## src/rtl/sparc_ifu_thr_pipe_trk_if.sv

```systemverilog
// Bundle between the IFU LRU thread scheduler/core side (master) and the
// thread pipe tracker (slave) that produces the scheduler's request vectors.
interface sparc_ifu_thr_pipe_trk_if;
    logic [3:0] grant_vec;
    logic       pipe_stall;
    logic [3:0] flush_vec;
    logic       rollback_e;
    logic [3:0] thr_start;
    logic [3:0] thr_stop;
    logic       ll_spec_e;
    logic       ll_nospec_e;
    logic [3:0] spec_hit_vec;
    logic [3:0] spec_miss_vec;
    logic [3:0] done_vec;
    logic [3:0] req_vec;
    logic [3:0] spec_vec;
    logic       use_spec;
    logic [3:0] recent_vec;
    logic       load_recent;

    modport master (
        output grant_vec, pipe_stall, flush_vec, rollback_e,
        output thr_start, thr_stop, ll_spec_e, ll_nospec_e,
        output spec_hit_vec, spec_miss_vec, done_vec,
        input  req_vec, spec_vec, use_spec, recent_vec, load_recent
    );

    modport slave (
        input  grant_vec, pipe_stall, flush_vec, rollback_e,
        input  thr_start, thr_stop, ll_spec_e, ll_nospec_e,
        input  spec_hit_vec, spec_miss_vec, done_vec,
        output req_vec, spec_vec, use_spec, recent_vec, load_recent
    );
endinterface

```

## src/rtl/sparc_ifu_thr_pipe_trk.sv

```systemverilog
// Per-thread readiness FSMs plus S/D/E thread tracking for the IFU LRU thread select.
// Optional SPEC timeout: define SPARC_IFU_THRTRK_TIMEOUT_EN.
module sparc_ifu_thr_pipe_trk #(
    parameter int TO_W = 4
) (
    input  logic                    clk,
    input  logic                    arst_l,
    sparc_ifu_thr_pipe_trk_if.slave bus
);

    typedef enum logic [1:0] {
        DEAD = 2'd0,
        RDY  = 2'd1,
        SPEC = 2'd2,
        WAIT = 2'd3
    } thr_state_t;

    typedef logic [TO_W-1:0] to_cnt_t;

    logic       vld_s_reg, vld_s_next;
    logic       vld_d_reg, vld_d_next;
    logic       vld_e_reg, vld_e_next;
    logic [3:0] thr_s_reg, thr_s_next;
    logic [3:0] thr_d_reg, thr_d_next;
    logic [3:0] thr_e_reg, thr_e_next;

    logic       grant_kill;
    logic       kill_s;
    logic       kill_d;
    logic       kill_e;
    logic       load_recent;
    logic [3:0] ready_vec;
    logic [3:0] spec_rdy_vec;

    // ---------------- S/D/E thread pipeline ----------------
    assign grant_kill = |(bus.grant_vec & bus.flush_vec);
    assign kill_s     = |(thr_s_reg & bus.flush_vec);
    assign kill_d     = |(thr_d_reg & bus.flush_vec);
    assign kill_e     = (|(thr_e_reg & bus.flush_vec)) | bus.rollback_e;

    always_comb begin
        vld_s_next = vld_s_reg;
        vld_d_next = vld_d_reg;
        vld_e_next = vld_e_reg;
        thr_s_next = thr_s_reg;
        thr_d_next = thr_d_reg;
        thr_e_next = thr_e_reg;
        if (bus.pipe_stall) begin
            // Frozen stages still honour kills so nothing stale survives the stall.
            vld_s_next = vld_s_reg & ~kill_s;
            vld_d_next = vld_d_reg & ~kill_d;
            vld_e_next = vld_e_reg & ~kill_e;
        end else begin
            vld_s_next = (|bus.grant_vec) & ~grant_kill;
            thr_s_next = bus.grant_vec;
            vld_d_next = vld_s_reg & ~kill_s;
            thr_d_next = thr_s_reg;
            vld_e_next = vld_d_reg & ~kill_d;
            thr_e_next = thr_d_reg;
        end
    end

    always_ff @(posedge clk or negedge arst_l) begin
        if (!arst_l) begin
            vld_s_reg <= 1'b0;
            vld_d_reg <= 1'b0;
            vld_e_reg <= 1'b0;
            thr_s_reg <= 4'b0;
            thr_d_reg <= 4'b0;
            thr_e_reg <= 4'b0;
        end else begin
            vld_s_reg <= vld_s_next;
            vld_d_reg <= vld_d_next;
            vld_e_reg <= vld_e_next;
            thr_s_reg <= thr_s_next;
            thr_d_reg <= thr_d_next;
            thr_e_reg <= thr_e_next;
        end
    end

    // Commit is combinational so the scheduler reorders LRU in the E cycle itself.
    assign load_recent = vld_e_reg & ~bus.rollback_e & ~(|(bus.flush_vec & thr_e_reg))
                       & ~bus.pipe_stall;

    assign bus.recent_vec  = thr_e_reg & {4{vld_e_reg}};
    assign bus.load_recent = load_recent;

    // ---------------- per-thread readiness FSMs ----------------
    genvar gi;
    generate
        for (gi = 0; gi < 4; gi++) begin : g_thr
            thr_state_t state_reg, state_next;
            logic       commit;
            logic       to_expire;

            assign commit = load_recent & thr_e_reg[gi];

`ifdef SPARC_IFU_THRTRK_TIMEOUT_EN
            localparam to_cnt_t TO_SAT = '1;
            to_cnt_t to_cnt_reg, to_cnt_next;

            // Expire on the edge where the count would reach saturation, so the
            // thread spends exactly 2^TO_W-1 cycles in SPEC before falling to WAIT.
            assign to_expire = (state_reg == SPEC) && ((to_cnt_reg + to_cnt_t'(1)) == TO_SAT);

            always_comb begin
                to_cnt_next = to_cnt_reg;
                if (state_reg != SPEC) begin
                    to_cnt_next = '0;
                end else if (to_cnt_reg != TO_SAT) begin
                    to_cnt_next = to_cnt_reg + to_cnt_t'(1);
                end
            end

            always_ff @(posedge clk or negedge arst_l) begin
                if (!arst_l) begin
                    to_cnt_reg <= '0;
                end else begin
                    to_cnt_reg <= to_cnt_next;
                end
            end
`else
            assign to_expire = 1'b0;
`endif

            always_comb begin
                state_next = state_reg;
                if (bus.thr_stop[gi]) begin
                    state_next = DEAD;
                end else begin
                    case (state_reg)
                        DEAD: begin
                            if (bus.thr_start[gi]) state_next = RDY;
                        end
                        RDY: begin
                            if (commit) begin
                                if (bus.ll_nospec_e)    state_next = WAIT;
                                else if (bus.ll_spec_e) state_next = SPEC;
                            end
                        end
                        SPEC: begin
                            if (bus.spec_miss_vec[gi])     state_next = WAIT;
                            else if (bus.spec_hit_vec[gi]) state_next = RDY;
                            else if (to_expire)            state_next = WAIT;
                        end
                        WAIT: begin
                            if (bus.done_vec[gi]) state_next = RDY;
                        end
                        default: state_next = DEAD;
                    endcase
                end
            end

            always_ff @(posedge clk or negedge arst_l) begin
                if (!arst_l) begin
                    state_reg <= DEAD;
                end else begin
                    state_reg <= state_next;
                end
            end

            assign ready_vec[gi]    = (state_reg == RDY);
            assign spec_rdy_vec[gi] = (state_reg == RDY) || (state_reg == SPEC);
        end
    endgenerate

    assign bus.req_vec  = ready_vec;
    assign bus.spec_vec = spec_rdy_vec;
    assign bus.use_spec = ~(|ready_vec) & (|spec_rdy_vec);

    // The scheduler must never grant more than one thread at a time.
    assert property (@(posedge clk) disable iff (!arst_l) $onehot0(bus.grant_vec))
        else $error("sparc_ifu_thr_pipe_trk: multi-hot grant_vec %b", bus.grant_vec);

endmodule
```

## src/flat_wrapper.sv

```systemverilog
// flat-port wrapper written by rule: the top's interface ports become plain ports
module sparc_ifu_thr_pipe_trk_flat 
#(
    parameter int TO_W = 4
)
  (clk, arst_l, bus_grant_vec, bus_pipe_stall, bus_flush_vec, bus_rollback_e, bus_thr_start, bus_thr_stop, bus_ll_spec_e, bus_ll_nospec_e, bus_spec_hit_vec, bus_spec_miss_vec, bus_done_vec, bus_req_vec, bus_spec_vec, bus_use_spec, bus_recent_vec, bus_load_recent);
  sparc_ifu_thr_pipe_trk_if bus_i ();
  input  logic clk;
  input  logic arst_l;
  input wire logic [$bits(bus_i.grant_vec)-1:0] bus_grant_vec;
  input wire logic [$bits(bus_i.pipe_stall)-1:0] bus_pipe_stall;
  input wire logic [$bits(bus_i.flush_vec)-1:0] bus_flush_vec;
  input wire logic [$bits(bus_i.rollback_e)-1:0] bus_rollback_e;
  input wire logic [$bits(bus_i.thr_start)-1:0] bus_thr_start;
  input wire logic [$bits(bus_i.thr_stop)-1:0] bus_thr_stop;
  input wire logic [$bits(bus_i.ll_spec_e)-1:0] bus_ll_spec_e;
  input wire logic [$bits(bus_i.ll_nospec_e)-1:0] bus_ll_nospec_e;
  input wire logic [$bits(bus_i.spec_hit_vec)-1:0] bus_spec_hit_vec;
  input wire logic [$bits(bus_i.spec_miss_vec)-1:0] bus_spec_miss_vec;
  input wire logic [$bits(bus_i.done_vec)-1:0] bus_done_vec;
  output wire logic [$bits(bus_i.req_vec)-1:0] bus_req_vec;
  output wire logic [$bits(bus_i.spec_vec)-1:0] bus_spec_vec;
  output wire logic [$bits(bus_i.use_spec)-1:0] bus_use_spec;
  output wire logic [$bits(bus_i.recent_vec)-1:0] bus_recent_vec;
  output wire logic [$bits(bus_i.load_recent)-1:0] bus_load_recent;
  assign bus_i.grant_vec = bus_grant_vec;
  assign bus_i.pipe_stall = bus_pipe_stall;
  assign bus_i.flush_vec = bus_flush_vec;
  assign bus_i.rollback_e = bus_rollback_e;
  assign bus_i.thr_start = bus_thr_start;
  assign bus_i.thr_stop = bus_thr_stop;
  assign bus_i.ll_spec_e = bus_ll_spec_e;
  assign bus_i.ll_nospec_e = bus_ll_nospec_e;
  assign bus_i.spec_hit_vec = bus_spec_hit_vec;
  assign bus_i.spec_miss_vec = bus_spec_miss_vec;
  assign bus_i.done_vec = bus_done_vec;
  assign bus_req_vec = bus_i.req_vec;
  assign bus_spec_vec = bus_i.spec_vec;
  assign bus_use_spec = bus_i.use_spec;
  assign bus_recent_vec = bus_i.recent_vec;
  assign bus_load_recent = bus_i.load_recent;
  sparc_ifu_thr_pipe_trk #(.TO_W(TO_W)) u_core (.clk(clk), .arst_l(arst_l), .bus(bus_i));
endmodule
```

## config.mk

```make
export PLATFORM = sky130hd
export DESIGN_NAME = sparc_ifu_thr_pipe_trk_flat
export DESIGN_NICKNAME = d
export VERILOG_FILES = /design/src/rtl/sparc_ifu_thr_pipe_trk_if.sv /design/src/rtl/sparc_ifu_thr_pipe_trk.sv /design/src/flat_wrapper.sv
export SDC_FILE = /design/constraint.sdc
export NUM_CORES = 1
export LEC_CHECK = 0
export ABC_AREA = 0
export BUFFER_PORTS_ARGS = -buffer_cell sky130_fd_sc_hd__buf_4
export CAP_MARGIN = 20
export CORE_MARGIN = 2
export CORE_UTILIZATION = 45
export CTS_BUF_LIST = sky130_fd_sc_hd__clkbuf_4
export CTS_CLUSTER_DIAMETER = 80
export DETAILED_ROUTE_END_ITERATION = 8
export PLACE_DENSITY = 0.71
export SKIP_LAST_GASP = 1
export SYNTH_ARGS = -nofsm -noshare
export SYNTH_HDL_FRONTEND = slang
export SYNTH_SLANG_ARGS = --single-unit
```

## constraint.sdc

```tcl
create_clock -name clk -period 3 [get_ports clk]
set_clock_uncertainty 0.05 [all_clocks]
set_input_delay 0.3 -clock clk [delete_from_list [all_inputs] [get_ports clk]]
set_output_delay 0.3 -clock clk [all_outputs]
set_load 0.05 [all_outputs]
```

# [Yosys cells after proc, flatten, opt, wreduce, memory -nomap -nowiden]
# Cells that the tools add are included.
# W data, S select, Z words.
[word_totals] reg_bits=23 output_inout_bits=14 wordCells=120
[classes] n_eq_ne=32 n_bitwise=26 mux=33 reduce_logical=19
[op_table] cell="$mux W2" count=26
[op_table] cell="$ne A4 B4 Y1 const B" count=8
[op_table] cell="$pmux W2 S4" count=4
[op_table] cell="$reduce_or A4 Y1" count=7
[op_table] cell="$ne A3 B3 Y1 const B" count=8
[op_table] cell="$and A4 B4 Y4" count=5
[op_table] cell="$reduce_and A5 Y1" count=4
[op_table] cell="$eq A2 B2 Y1 const B" count=8
[op_table] cell="$and A1 B1 Y1" count=12
[op_table] cell="$ne A3 B2 Y1 const B" count=4
[op_table] cell="$eq A2 B1 Y1 const B" count=4
[op_table] cell="$logic_not A2 Y1" count=4
[op_table] cell="$not A1 Y1" count=8
[op_table] cell="$logic_or A1 B1 Y1" count=4
[op_table] cell="$mux W1" count=3
[op_table] cell="$or A1 B1 Y1" count=1

# [Depth between registers and ports, before layout]
[logic_depth] ltp_word=9 depth_mapped=6 depth_no_buf=6

# [Worst setup path before layout]
# OpenSTA, ideal clock, no wires.
[synth_path] path_kind="register -> output" from="register u_core.g_thr[3].state_reg[1]" to="output port bus_use_spec" path_stages_with_launch=5 setup_slack_ps=586 path_buffers=0 arrival_time_ps=2064 required_time_ps=2650 path_cell_list="dfrtp_1 inv_1 ha_1 or4_1 nor2_1"
[synth_via] elab_chain_len=4 elab_cells_between_ends=7 classes_between="eq/ne: 2; bitwise: 2; reduce/logical: 3"
[synth_rtl] element="from (decl)" line="sparc_ifu_thr_pipe_trk.sv:92" source="thr_state_t state_reg, state_next;"
[synth_rtl] element="from (signal assigned)" line="sparc_ifu_thr_pipe_trk.sv:158" source="state_reg <= state_next;"
[synth_rtl] element="$eq A2 B1 Y1 (*)" line="sparc_ifu_thr_pipe_trk.sv:162" source="assign ready_vec[gi] = (state_reg == RDY);"
[synth_rtl] element="named net bus_req_vec[3]" line="flat_wrapper.sv:21" source="output wire logic [$bits(bus_i.req_vec)-1:0] bus_req_vec;"
[synth_rtl] element="$logic_or A1 B1 Y1 / $reduce_or A4 Y1 (equally long branches)" line="sparc_ifu_thr_pipe_trk.sv:163, sparc_ifu_thr_pipe_trk.sv:169"
[synth_rtl] element="$reduce_or A4 Y1 / $not A1 Y1 (equally long branches)" line="sparc_ifu_thr_pipe_trk.sv:169" source="assign bus.use_spec = ~(|ready_vec) & (|spec_rdy_vec);"
[synth_rtl] element="$and A1 B1 Y1 (*)" line="sparc_ifu_thr_pipe_trk.sv:169"
[synth_rtl] element="to (decl)" line="flat_wrapper.sv:23" source="output wire logic [$bits(bus_i.use_spec)-1:0] bus_use_spec;"
# Mark *: on every way through the listed nets, which the timed path passes. The rest lies on a longest branch.

# [Worst setup path after layout]
[layout_path] from="register u_core.g_thr[1].state_reg[1]" to="output port bus_use_spec"
[layout_via] elab_chain_len=4 elab_cells_between_ends=7 classes_between="eq/ne: 2; bitwise: 2; reduce/logical: 3"
[layout_rtl] element="from (decl)" line="sparc_ifu_thr_pipe_trk.sv:92"
[layout_rtl] element="from (signal assigned)" line="sparc_ifu_thr_pipe_trk.sv:158"
[layout_rtl] element="$eq A2 B1 Y1 / $eq A2 B2 Y1 (equally long branches)" line="sparc_ifu_thr_pipe_trk.sv:162, sparc_ifu_thr_pipe_trk.sv:163"
[layout_rtl] element="$logic_or A1 B1 Y1 / $reduce_or A4 Y1 (equally long branches)" line="sparc_ifu_thr_pipe_trk.sv:163, sparc_ifu_thr_pipe_trk.sv:169"
[layout_rtl] element="$reduce_or A4 Y1 / $not A1 Y1 (equally long branches)" line="sparc_ifu_thr_pipe_trk.sv:169"
[layout_rtl] element="$and A1 B1 Y1 (*)" line="sparc_ifu_thr_pipe_trk.sv:169"
# Every way passes the cells marked *; elsewhere a longest branch is shown, timed or not.

==> results.py <==
metrics = {
    "run_status": {
        "outcome": "finished clean",
    },
    "finish": {
        "mostFrequentLayoutCells": "buf_4 (47), dfrtp_1 (23), ha_1 (16)",
        "area_growth_pct": 27.04,
        "final_core_util": 0.6031,
        "layout_commonest_cell": "buf_4",
        "final_area_mm2": 0.002028,
        "drive_gt1_frac": 0.3695,
        "largest_reg_flops": 8,
        "fin_cells": 249,
        "final_nets": 254,
        "antennaDiodeCount": 0,
    },
    "pwr": {
        "peakVddDrop_mv": 0.2781,
        "cellLeakagePower_nw": 0.9304,
        "cellPowerDensity_mw_per_mm2": 685.3,
    },
    "clock_tree": {
        "cts_root_buffer": "clkbuf_4",
        "clockBufferDepth": 2,
        "cts_tree": "done",
        "cts_htree_levels": 1,
        "clkTransAtPathRegs_ns": 0.13,
        "cts.sink_count": 23,
        "cts_made_buffers": 3,
        "clk_latency_ns": 0.32,
    },
    "timing": {
        "fmax_mhz": 441.1,
        "rsz0062_at_grt": "false",
        "tightest_slew_ns": 0.5200,
        "period_minus_slack_ns": 2.267,
        "setup_violations": 0,
        "hold_viol_final": 0,
        "fin_crit_sh": 0.7557,
        "setup-tns-final_ns": 0,
        "maxSlewViolCount": 0,
        "worst_slew_margin_rel": 0.6489,
    },
    "placement": {
        "routabilityCongestion": 0.9239,
        "dp.cells": 244,
        "post-dp-hpwl_um": 2922,
        "dpl_cell_area_mm2": 0.001988,
        "port-buffer-count": 47,
    },
    "global_routing": {
        "antenna_found_initial": 0,
        "grt_pass1_vias": 1397,
        "grt_max_degree": 24,
        "grt_pass1_wl_um": 6141,
        "overflow": 0,
        "grt_usage": 0.1909,
    },
    "critical_path": {
        "path_cells": "inv_1 > ha_1 > or4_1 > nor2_1 > buf_4",
        "cpMaxStageDelayCell": "or4_1",
        "cp-end-kind": "primary output",
        "cp_num_buf_inv": 2,
        "crit_type": "reg2out",
        "worst_path_largest_cell_delay_ns": 0.51,
        "cp_data_arrival_time_ns": 1.92,
        "critPathRequiredTime_ns": 2.65,
        "crit_family": "simple AND/OR/NAND/NOR gates",
        "crit_fanout": 5,
        "reg2reg_slack_ns": 1.04,
        "start_kind": "flop",
    },
    "detailed_routing": {
        "drc": 0,
        "post_drt_wl_per_cell_um": 14.47,
        "drt_iter0_markers": 68,
        "drt_pre_antenna_iters": 4,
        "ant_nets": 0,
        "wl_um": 3603,
        "vias": 1380,
        "vias_per_cell": 5.542,
    },
    "die": {
        "ios": 48,
        "dieHeight_um": 63.57,
        "initial_core_util": 0.4747,
        "rows": 21,
        "die_w_um": 63.57,
        "dieArea_mm2": 0.004041,
        "core-area_mm2": 0.003363,
    },
    "yosys": {
        "ys_seq_area_frac": 0.3605,
        "synth-edff-count": 0,
        "synth_compound_area_frac": 0.1152,
        "syn_avg_cell_area_um2": 10.37,
        "synthSimpleGateAreaFrac": 0.2100,
        "synthAdderAreaFrac": 0.1254,
        "syn-cell-area_mm2": 0.001597,
        "synth-seq-cells": 23,
        "synthXorXnorAreaFrac": 0,
        "synthArstFlopShare": 1.000,
        "synth_top_family_by_area": "simple AND/OR/NAND/NOR gates",
        "muxShareOfSynthArea": 0.1442,
        "yosys_warnings": 0,
        "synthFlopType": "dfrtp_1",
        "synthDistinctLibCells": 34,
        "synth_nets": 204,
        "synth_cells": 154,
    },
    "min_path": {
        "holdCritPathClass": "in2reg",
    },
    "job": {
        "max_cap_viol_count": 0,
    },
}
[cell type report]
type                            count  area [um^2]
Fill cell                         334         1335
Multi-Input combinational cell    114        949.7
Sequential cell                    23        575.6
Timing Repair Buffer               48        362.8
Tap cell                           46        57.56
Inverter                           14        52.55
Clock buffer                        4        30.03
[logic make-up after synthesis]
kind of cell / after synthesis
AO/OA/AOI/OAI: 22
adder cells (fa/ha/maj): 16
buffers and inverters: 17
flip-flops: 23
multiplexers: 20
AND/OR/NAND/NOR: 56
[final timing paths]
check | start | to | depth (start not counted)
max in group asynchronous | arst_l | u_core.g_thr[0].state_reg[1] | 2
setup / recovery | u_core.g_thr[1].state_reg[1] | bus_use_spec | 5
hold reg to reg | u_core.thr_s_reg[2] | u_core.thr_s_reg[2] | 1
min in group asynchronous | arst_l | u_core.thr_s_reg[3] | 2
setup reg to reg | u_core.thr_e_reg[1] | u_core.g_thr[3].state_reg[0] | 4
hold / removal | bus_thr_stop[0] | u_core.g_thr[0].state_reg[1] | 2
[routing by layer]
layer	up-vias	GRT usage	routed length, um
met5	-	0	0
met4	0	0.08152	58
met3	7	0.02679	163
met2	41	0.3461	1834
met1	664	0.2226	1547
li1	668	-	-
[through the flow]
step                      total power, mW  setup WS [ns]  hold slack [ns]
after floorplan                     1.019         0.5860         -0.04559
after global placement              1.224          1.064           0.1627
after detailed placement            1.243          1.003           0.1647
after CTS                           1.403         0.7198          0.07336
after global routing                1.480         0.6353          0.06358
final                               1.390         0.7330          0.08455
[cell usage after synthesis (all sizes together) (4+ instances only)]
| cell | count | share of area |
|---|---|---|
| nor2b | 7 | 0.027 |
| nand2 | 6 | 0.014 |
| nor4 | 5 | 0.020 |
| mux2i | 5 | 0.031 |
| and2 | 5 | 0.020 |
| a31oi | 4 | 0.016 |
| a21oi | 4 | 0.013 |
| inv | 14 | 0.033 |
| nand2b | 5 | 0.020 |
| ha | 16 | 0.13 |
| mux2 | 15 | 0.11 |
| nor2 | 6 | 0.014 |
| dfrtp | 23 | 0.36 |
[worst reg2reg max path: stages (launching register included)]
cell and delay (ns):
dfrtp_1 0.43, a222oi_1 0.36, and4_1 0.47, a41oi_2 0.22
mux2_4 0.33
[where the power goes]
group	internal, mW	switching [mW]	leakage, nW	total [mW]
combinational	0.324	0.490	0.623	0.814
sequential	0.364	0.0536	0.289	0.418
clock	0.0612	0.0967	0.0184	0.158
[repair_timing]
action / CTS / global route
setup buffers: 0 / 0
endpoints found under the hold margin: 23 / 0
gates resized for setup: 0 / 0
hold buffers: 1 / 0
Power figures use the tool's default switching activity.
